`src/rtl/freq_ctrl_pkg.sv`:
```
// Shared types, default constants and the reference PINC conversion for the
// DDS frequency step controller.
package freq_ctrl_pkg;

  typedef enum logic {NORM, LEARN} state_t;

  localparam int unsigned FREQ_W_DEF      = 16;
  localparam int unsigned F_MIN_DEF       = 1;
  localparam int unsigned F_MAX_DEF       = 30;
  localparam int unsigned F_STEP_DEF      = 1;
  localparam int unsigned LEARN_START_DEF = 10;
  localparam int unsigned LEARN_STEP_DEF  = 2;
  localparam int unsigned LEARN_STOP_DEF  = 30;
  localparam int unsigned PINC_W_DEF      = 24;
  localparam int unsigned PINC_NUM_DEF    = 41943;
  localparam int unsigned PINC_SHIFT_DEF  = 10;

  // Rounded phase increment for a frequency, using the default scaling.
  function automatic longint unsigned pinc_of(input longint unsigned f);
    longint unsigned p;
    p = (f * longint'(PINC_NUM_DEF) + (64'd1 << (PINC_SHIFT_DEF - 1))) >> PINC_SHIFT_DEF;
    return p & ((64'd1 << PINC_W_DEF) - 64'd1);
  endfunction

endpackage

```
`src/rtl/key_edge.sv`:
```
// Active-low key conditioner: 2-flop synchroniser, falling-edge event and
// hold-to-repeat timer.
module key_edge #(
  parameter int unsigned HOLD_CYC = 25_000_000,
  parameter int unsigned REP_CYC  = 5_000_000
) (
  input  logic clk_50m,
  input  logic rst,
  input  logic key_n,
  input  logic clr,
  output logic evt
);

  localparam int unsigned CNT_MAX = (HOLD_CYC > REP_CYC) ? HOLD_CYC : REP_CYC;
  localparam int unsigned CNT_W   = (CNT_MAX < 2) ? 1 : $clog2(CNT_MAX + 1);

  logic             s1, s2, prev;
  logic             rep;
  logic [CNT_W-1:0] cnt;
  logic [CNT_W-1:0] target;
  logic             fall, hit;

  assign fall   = prev & ~s2;
  assign target = rep ? CNT_W'(REP_CYC) : CNT_W'(HOLD_CYC);
  // cnt counts cycles since the last event, so a hit lands exactly HOLD_CYC
  // (first repeat) or REP_CYC (later repeats) cycles after it.
  assign hit    = (HOLD_CYC != 0) && !s2 && !clr && !fall && (cnt == target);
  assign evt    = fall | hit;

  always_ff @(posedge clk_50m) begin
    if (rst) begin
      s1   <= 1'b0;
      s2   <= 1'b0;
      prev <= 1'b0;
      cnt  <= '0;
      rep  <= 1'b0;
    end else begin
      s1   <= key_n;
      s2   <= s1;
      prev <= s2;
      if (clr || s2) begin
        cnt <= '0;
        rep <= 1'b0;
      end else if (fall) begin
        cnt <= CNT_W'(1);
        rep <= 1'b0;
      end else if (hit) begin
        cnt <= CNT_W'(1);
        rep <= 1'b1;
      end else if (HOLD_CYC != 0) begin
        cnt <= cnt + CNT_W'(1);
      end
    end
  end

endmodule

```
`src/rtl/freq_step_ctrl.sv`:
```
// Key/learn-sweep frequency controller feeding a rounded DDS phase increment
// with a one-cycle valid strobe per distinct frequency.
module freq_step_ctrl
  import freq_ctrl_pkg::*;
#(
  parameter int unsigned FREQ_W      = FREQ_W_DEF,
  parameter int unsigned F_MIN       = F_MIN_DEF,
  parameter int unsigned F_MAX       = F_MAX_DEF,
  parameter int unsigned F_STEP      = F_STEP_DEF,
  parameter int unsigned WRAP        = 1,
  parameter int unsigned LEARN_START = LEARN_START_DEF,
  parameter int unsigned LEARN_STEP  = LEARN_STEP_DEF,
  parameter int unsigned LEARN_STOP  = LEARN_STOP_DEF,
  parameter int unsigned HOLD_CYC    = 25_000_000,
  parameter int unsigned REP_CYC     = 5_000_000,
  parameter int unsigned PINC_W      = PINC_W_DEF,
  parameter int unsigned PINC_NUM    = PINC_NUM_DEF,
  parameter int unsigned PINC_SHIFT  = PINC_SHIFT_DEF
) (
  input  logic              clk_50m,
  input  logic              rst,
  input  logic [1:0]        key,
  input  logic              learn_en,
  input  logic              next_freq,
  output logic [FREQ_W-1:0] freq,
  output logic              learn_busy,
  output logic              learn_done,
  output logic [PINC_W-1:0] pinc,
  output logic              pinc_valid
);

  localparam int unsigned FW1    = FREQ_W + 1;
  localparam int unsigned PROD_W = FREQ_W + 32;

  state_t            state;
  logic [FREQ_W-1:0] saved;
  logic              dn_evt, up_evt, key_clr;
  logic [1:0]        le_sync, nf_sync;
  logic              le_prev, nf_prev;
  logic              le_rise, le_fall, nf_rise;

  assign key_clr = (state == LEARN);

  key_edge #(.HOLD_CYC(HOLD_CYC), .REP_CYC(REP_CYC)) u_key_dn (
    .clk_50m (clk_50m),
    .rst     (rst),
    .key_n   (key[0]),
    .clr     (key_clr),
    .evt     (dn_evt)
  );

  key_edge #(.HOLD_CYC(HOLD_CYC), .REP_CYC(REP_CYC)) u_key_up (
    .clk_50m (clk_50m),
    .rst     (rst),
    .key_n   (key[1]),
    .clr     (key_clr),
    .evt     (up_evt)
  );

  always_ff @(posedge clk_50m) begin
    if (rst) begin
      le_sync <= '0;
      nf_sync <= '0;
      le_prev <= 1'b0;
      nf_prev <= 1'b0;
    end else begin
      le_sync <= {le_sync[0], learn_en};
      nf_sync <= {nf_sync[0], next_freq};
      le_prev <= le_sync[1];
      nf_prev <= nf_sync[1];
    end
  end

  assign le_rise =  le_sync[1] & ~le_prev;
  assign le_fall = ~le_sync[1] &  le_prev;
  assign nf_rise =  nf_sync[1] & ~nf_prev;

  // Next-value arithmetic in FREQ_W+1 bits so range compares cannot overflow.
  logic [FW1-1:0]    f_ext, up_sum, lr_sum;
  logic              dn_below, up_above, lr_ok;
  logic [FREQ_W-1:0] dn_val, up_val;

  always_comb begin
    f_ext    = {1'b0, freq};
    dn_below = f_ext < (FW1'(F_MIN) + FW1'(F_STEP));
    up_sum   = f_ext + FW1'(F_STEP);
    up_above = up_sum > FW1'(F_MAX);
    lr_sum   = f_ext + FW1'(LEARN_STEP);
    lr_ok    = lr_sum <= FW1'(LEARN_STOP);
    if (dn_below) dn_val = (WRAP != 0) ? FREQ_W'(F_MAX) : FREQ_W'(F_MIN);
    else          dn_val = freq - FREQ_W'(F_STEP);
    if (up_above) up_val = (WRAP != 0) ? FREQ_W'(F_MIN) : FREQ_W'(F_MAX);
    else          up_val = up_sum[FREQ_W-1:0];
  end

  always_ff @(posedge clk_50m) begin
    if (rst) begin
      state      <= NORM;
      freq       <= FREQ_W'(F_MIN);
      saved      <= FREQ_W'(F_MIN);
      learn_busy <= 1'b0;
      learn_done <= 1'b0;
    end else begin
      learn_done <= 1'b0;
      case (state)
        NORM: begin
          if (le_rise) begin
            saved      <= freq;
            freq       <= FREQ_W'(LEARN_START);
            learn_busy <= 1'b1;
            state      <= LEARN;
          end else if (dn_evt) begin
            freq <= dn_val;
          end else if (up_evt) begin
            freq <= up_val;
          end
        end
        LEARN: begin
          if (le_fall) begin
            freq       <= saved;
            learn_busy <= 1'b0;
            state      <= NORM;
          end else if (nf_rise) begin
            if (lr_ok) freq <= lr_sum[FREQ_W-1:0];
            else       learn_done <= 1'b1;
          end
        end
        default: state <= NORM;
      endcase
    end
  end

  // PINC pipeline: any change of freq (plus one primed pass after reset)
  // launches a valid token that travels alongside the product.
  logic [FREQ_W-1:0] freq_d;
  logic              init_p, v1;
  logic [PROD_W-1:0] prod, rnd;

  assign rnd = prod + (PROD_W'(1) << (PINC_SHIFT - 1));

  always_ff @(posedge clk_50m) begin
    if (rst) begin
      freq_d     <= FREQ_W'(F_MIN);
      init_p     <= 1'b1;
      v1         <= 1'b0;
      prod       <= '0;
      pinc       <= '0;
      pinc_valid <= 1'b0;
    end else begin
      freq_d     <= freq;
      init_p     <= 1'b0;
      v1         <= (freq != freq_d) | init_p;
      prod       <= PROD_W'(freq) * PROD_W'(PINC_NUM);
      pinc       <= PINC_W'(rnd >> PINC_SHIFT);
      pinc_valid <= v1;
    end
  end

endmodule

```
`config.mk`:
```
export PLATFORM = sky130hd
export DESIGN_NAME = freq_step_ctrl
export DESIGN_NICKNAME = d
export VERILOG_FILES = /design/src/rtl/freq_ctrl_pkg.sv /design/src/rtl/key_edge.sv /design/src/rtl/freq_step_ctrl.sv
export SDC_FILE = /design/constraint.sdc
export NUM_CORES = 1
export LEC_CHECK = 0
export CAP_MARGIN = 20
export CORE_MARGIN = 2
export CORE_UTILIZATION = 32
export CTS_BUF_LIST = sky130_fd_sc_hd__clkbuf_8
export DETAILED_ROUTE_END_ITERATION = 10
export MAX_ROUTING_LAYER = met4
export PLACE_DENSITY = 0.55
export SLEW_MARGIN = 20
export SYNTH_ARGS = -nofsm -noshare
export SYNTH_HDL_FRONTEND = slang
export SYNTH_SLANG_ARGS = --single-unit
```
`constraint.sdc`:
```
create_clock -name clk_50m -period 17.58 [get_ports clk_50m]
set_input_delay 3.516 -clock clk_50m [delete_from_list [all_inputs] [get_ports clk_50m]]
set_output_delay 3.516 -clock clk_50m [all_outputs]
set_load 0.02 [all_outputs]
```
# [Word level (Yosys, flattened, before mapping)]
# Index checks and enable logic that the tools add are counted.
[totals] regBits=174 input_bits=6
[op_classes] addsub=6 multipliers=1 n_lt_le_gt_ge=3 n_eq_ne=8 n_mux=23 bitwise=15 n_reduce_logical=23
[ops] cell="16-bit 2-to-1 mux" n=8
[ops] cell="25-bit by 1-bit adder with 25-bit output (second input constant)" n=2
[ops] cell="25-bit equality test" n=2
[ops] cell="25-bit 2-to-1 mux" n=2
[ops] cell="34-bit by 10-bit adder with 34-bit output (second input constant)" n=1
[ops] cell="16-bit by 16-bit multiplier with 32-bit output (second input constant)" n=1
[ops] cell="16-bit one-hot mux with 2 select lines" n=1
[ops] cell="16-bit by 1-bit adder with 17-bit output (second input constant)" n=1
[ops] cell="16-bit by 2-bit adder with 17-bit output (second input constant)" n=1
[ops] cell="17-bit by 5-bit > comparator with 1-bit output (second input constant)" n=1
[ops] cell="17-bit by 5-bit <= comparator with 1-bit output (second input constant)" n=1
[ops] cell="16-bit by 2-bit less-than comparator with 1-bit output (second input constant)" n=1
[ops] cell="16-bit inequality test" n=1
[ops] cell="16-bit by 1-bit subtractor with 16-bit output (second input constant)" n=1
[ops] cell="4-bit OR reduction" n=3
[ops] cell="1-bit 2-to-1 mux" n=10
[ops] cell="1-bit NOT" n=7
[ops] cell="1-bit logical AND" n=6
[ops] cell="3-bit by 1-bit inequality test with 1-bit output (second input constant)" n=2
[ops] cell="3-bit OR reduction" n=2
[ops] cell="1-bit AND" n=5
[ops] cell="1-bit logical NOT" n=5
[ops] cell="4-bit by 3-bit inequality test with 1-bit output (second input constant)" n=1
[ops] cell="1-bit one-hot mux with 2 select lines" n=2
[ops] cell="other kinds (7)" n=12

# [Longest topological paths before layout]
[depth] ltp_word=10 ltp_mapped=23 ltp_nobuf=22

# [Cells and area by module]
# A second synthesis with hierarchy kept.
[hier_totals] cells_unflattened=1520 area_unflattened_um2=13409.1
[by_module_without_submodules] module="freq_step_ctrl" n_inst=1 cells_each=1190 area_each_um2=10510.1
[by_module_without_submodules] module="key_edge at u_key_dn" n_inst=1 cells_each=164 area_each_um2=1483.9
[by_module_without_submodules] module="key_edge at u_key_up" n_inst=1 cells_each=166 area_each_um2=1415.1

# [Worst setup path after synthesis]
# Ideal clock, no wire load.
[synth_timing] path_kind="flip-flop to flip-flop" start="reg freq[15]" end="reg prod[29]" arrival_ns=6.104 t_required_ns=17.502 slack_ns=11.398 path_stages_with_launch=21 path_buffers=1 synth_period_minus_slack_ns=6.182 path_cell_list="dfxtp_1 > clkbuf_1 > inv_1 > ha_1 > fa_1 > inv_1 > fa_1 > inv_1 > fa_1 > fa_1 > inv_1 > fa_1 > inv_1 > ha_1 > and4_1 > a221oi_1 > o2bb2ai_1 > o41ai_2 > a21boi_0 > o21a_1 > nor3_1"
[synth_via] elab_chain_cells=1
[synth_lines] element="start: declaration" line_no="freq_step_ctrl.sv:25" text="output logic [FREQ_W-1:0] freq,"
[synth_lines] element="start signal: assignment" line_no="freq_step_ctrl.sv:99" text="freq <= FREQ_W'(F_MIN);"
[synth_lines] element="start signal: assignment" line_no="freq_step_ctrl.sv:109" text="freq <= FREQ_W'(LEARN_START);"
[synth_lines] element="start signal: assignment" line_no="freq_step_ctrl.sv:113" text="freq <= dn_val;"
[synth_lines] element="16-bit by 16-bit multiplier with 32-bit output" line_no="freq_step_ctrl.sv:153" text="prod <= PROD_W'(freq) * PROD_W'(PINC_NUM);"
[synth_lines] element="end signal: assignment" line_no="freq_step_ctrl.sv:153"
[synth_lines] element="end: declaration" line_no="freq_step_ctrl.sv:137" text="logic [PROD_W-1:0] prod, rnd;"
# No other way between the ends.
# A chain may end at the register's enable or synchronous reset.

# [Final worst setup path]
[layout_timing] start="reg freq[12]" end="reg prod[29]"
# Same word-level chain as after synthesis.

==> results.py <==
metrics = {
    "synthesis": {
        "synth_top_family_by_area": "adder cells",
        "netlist_top_cells_area": "dfxtp_1 (25%), ha_1 (17%), fa_1 (15%), inv_1 (6.3%), xnor2_1 (5.1%)",
        "synth.avg_cell_area_um2": 8.923,
        "synth.yosys.warnings": 0,
        "synth_edf_count": 0,
        "synthAdderAreaFrac_pct": 31.85,
        "async_reset_ff_share_pct": 0,
        "synth_top_cell_area_share_pct": 25.37,
        "synth_compound_area_share_pct": 9.786,
        "synth_area_um2": 12940,
        "synth_cells": 1450,
        "synthSimpleGateAreaFrac_pct": 16.67,
        "synthXorXnorAreaFrac_pct": 7.852,
        "ys_types": 76,
        "muxShareOfSynthArea_pct": 0.3965,
        "synth_area_leader_cell": "dfxtp_1",
        "yosysSeqAreaShare_pct": 25.37,
        "ys_ff_latch": 164,
        "ys.flop_type": "dfxtp_1",
        "synth_nets": 1726,
    },
    "finish": {
        "area_delta_synth_final_pct": 10.68,
        "drive_gt1_share_pct": 4.234,
        "multi_input_area_um2": 8616,
        "fill_cells": 4216,
        "nNetsFinal": 1751,
        "final_cell_mix": "inv_1 (219), ha_1 (171), dfxtp_1 (164)",
        "antenna_cells": 0,
        "seqCellArea_um2": 3283,
        "fin_cells": 2013,
        "mostFrequentLayoutCell": "inv_1",
    },
    "route": {
        "wire_per_inst_um": 15.90,
        "drc": 0,
        "drtPass1Iterations": 5,
        "vias_per_cell": 4.895,
        "vias": 9854,
        "drt_iter0_markers": 586,
        "antenna_left": 0,
        "finalWirelength_um": 32000,
    },
    "grt": {
        "track_usage_pct": 16.37,
        "overflow": 0,
        "antenna_found_initial": 0,
        "grt_pass1_vias": 9753,
        "grt_max_degree": 62,
        "grt_pass1_wl_um": 52190,
    },
    "clock_network": {
        "cts_tree": "built",
        "clk_pin_slew_ps": 100,
        "worstSkewPairLatency_ps": 500,
        "cts_setup_buffers": 0,
        "cts-resized-gates": 0,
        "clock-sinks": 164,
        "numCtsBuffers": 17,
        "cts_hold_buf": 0,
        "cts_max_level": 4,
        "clock_path_buffers": 2,
        "cts-root-buf": "clkbuf_8",
    },
    "place": {
        "dpl.hpwl_um": 24400,
        "place_inst": 1981,
        "numPortBuffers": 47,
        "dp_slack_ps": 10740,
        "gp_congestion": 0.8752,
    },
    "floorplanning": {
        "die_h_um": 205.1,
        "rows": 73,
        "coreArea_um2": 39820,
        "die_area_um2": 42060,
        "fp.dieW_um": 205.1,
        "initial_core_util_pct": 32.49,
        "boundaryPins": 49,
    },
    "timing": {
        "finalSetupTns_ps": 0,
        "fin_skew_ps": 22.02,
        "worst_slew_pin_slew_ps": 1015,
        "max_freq_mhz": 146.3,
        "hold_viol": 0,
        "holdWs_ps": 420.9,
        "slew_headroom_pct": 32.16,
        "period_share_pct": 38.87,
        "min_period_ps": 6833,
        "final_max_slew_viol_count": 0,
        "postLayoutSetupSlackWorst_ps": 10750,
        "setup_violations": 0,
        "rsz0062_at_grt": "false",
    },
    "critical_path": {
        "critPathLaunchType": "flop",
        "r2r_start": "freq[12]",
        "crit_start": "freq[12]",
        "timing_worst_setup_path_type": "flop to flop",
        "cp.arrival_ps": 7240,
        "crit_required_ps": 17980,
        "cp-end-kind": "flop",
        "critPathMaxFanout": 16,
    },
    "power_and_ir_drop": {
        "total_leakage_power_nw": 6.537,
        "p_per_area_nw_per_um2": 62.65,
        "total_power_uw": 897.2,
        "ir_worst_vdd_mv": 0.03814,
    },
    "hold_path": {
        "min_path_type": "flop to flop",
        "min_from": "nf_prev",
    },
    "status": {
        "status": "completed",
    },
    "flow_run": {
        "drv_cap": 0,
    },
}
sequential cells by signal, summed over array words and instances (netlist names), 2 cells and up:
register,cells
pinc,23
prod,23
u_key_dn.cnt,25
nf_sync,2
freq_d,16
le_sync,2
u_key_up.cnt,25
saved,16
freq,16
where the power goes:
part / internal (mW) / switching [mW]
clock: 0.118 / 0.168
combinational: 0.0848 / 0.129
sequential: 0.385 / 0.0113
logic make-up (layout without fill, tap and decap cells):
logic type                 after synthesis  count (layout)
muxes                                    5               5
buffers and inverters                  270             308
adders and majority gates              270             270
DFF                                    164             164
and+or+nand+nor                        437             437
other                                    1               1
AOI/OAI and AO/OA                      187             187
xor gates and xnor gates               116             116
worst paths after layout:
| check | depth (start not counted) | slack, ps | to |
|---|---|---|---|
| setup / recovery | 19 | 10750 | prod[29] |
| hold / removal | 1 | 420 | learn_done |
| setup reg to reg | 19 | 10750 | prod[29] |
| hold reg to reg | 1 | 420 | learn_done |
layer usage:
| layer | track usage (%) | vias up | wire [um] | part of all wire, % |
|---|---|---|---|---|
| met4 | 4.188 | 0 | 484 | 1.5 |
| met5 | - | - | 0 | 0 |
| li1 | - | 4821 | - | - |
| met1 | 21.02 | 4802 | 14950 | 47 |
| met3 | 3.818 | 25 | 1641 | 5.1 |
| met2 | 25.93 | 206 | 14920 | 47 |
stage by stage:
stage / cell area [um2] / utilization (%)
2_1_floorplan: 12940 / -
3_3_place_gp: 13920 / 34.96
3_5_place_dp: 13920 / 34.96
4_1_cts: 14320 / 35.96
5_1_grt: 14320 / 35.96
6_report: 14320 / 35.96
cell usage after synthesis (4+ instances only):
cell,instances
a31oi_1,4
nor3_1,22
buf_2,6
a21oi_1,66
nor2_1,129
nand2b_1,9
clkbuf_1,35
nand3b_1,5
nor2b_1,20
o21ai_0,34
o21ai_1,6
nor3b_1,5
o2111ai_1,4
buf_1,6
xor2_1,40
and4_1,7
mux2i_1,4
nand2_1,103
o31ai_1,5
fa_1,99
ha_1,171
nand4_1,24
and3_1,22
inv_1,218
o22ai_1,5
a31o_2,4
xnor2_1,76
nand3_1,52
nor4_1,4
a21o_1,14
or3_1,15
dfxtp_1,164
final cells by class:
class                           instances  share of cell area [%]
Tap cell                              525                   4.587
Clock inverter                         15                   1.153
Sequential cell                       164                   22.93
Timing Repair Buffer                   57                   3.792
Clock buffer                           17                   1.634
Inverter                              219                   5.740
Multi-Input combinational cell       1016                   60.17
critical path, cell delays in order, from the launching register on:
cell and delay [ps]:
dfxtp_1 880, inv_1 360, ha_1 400, fa_1 460, fa_1 510, inv_1 50, fa_1 470, inv_1 50
fa_1 550, inv_1 60, fa_1 540, inv_1 50, ha_1 340, and4_1 230, a221oi_1 400, o2bb2ai_1 170
o41ai_2 570, a21boi_0 270, o21a_1 230, nor3_1 140
(Power assumes the default switching activity.)
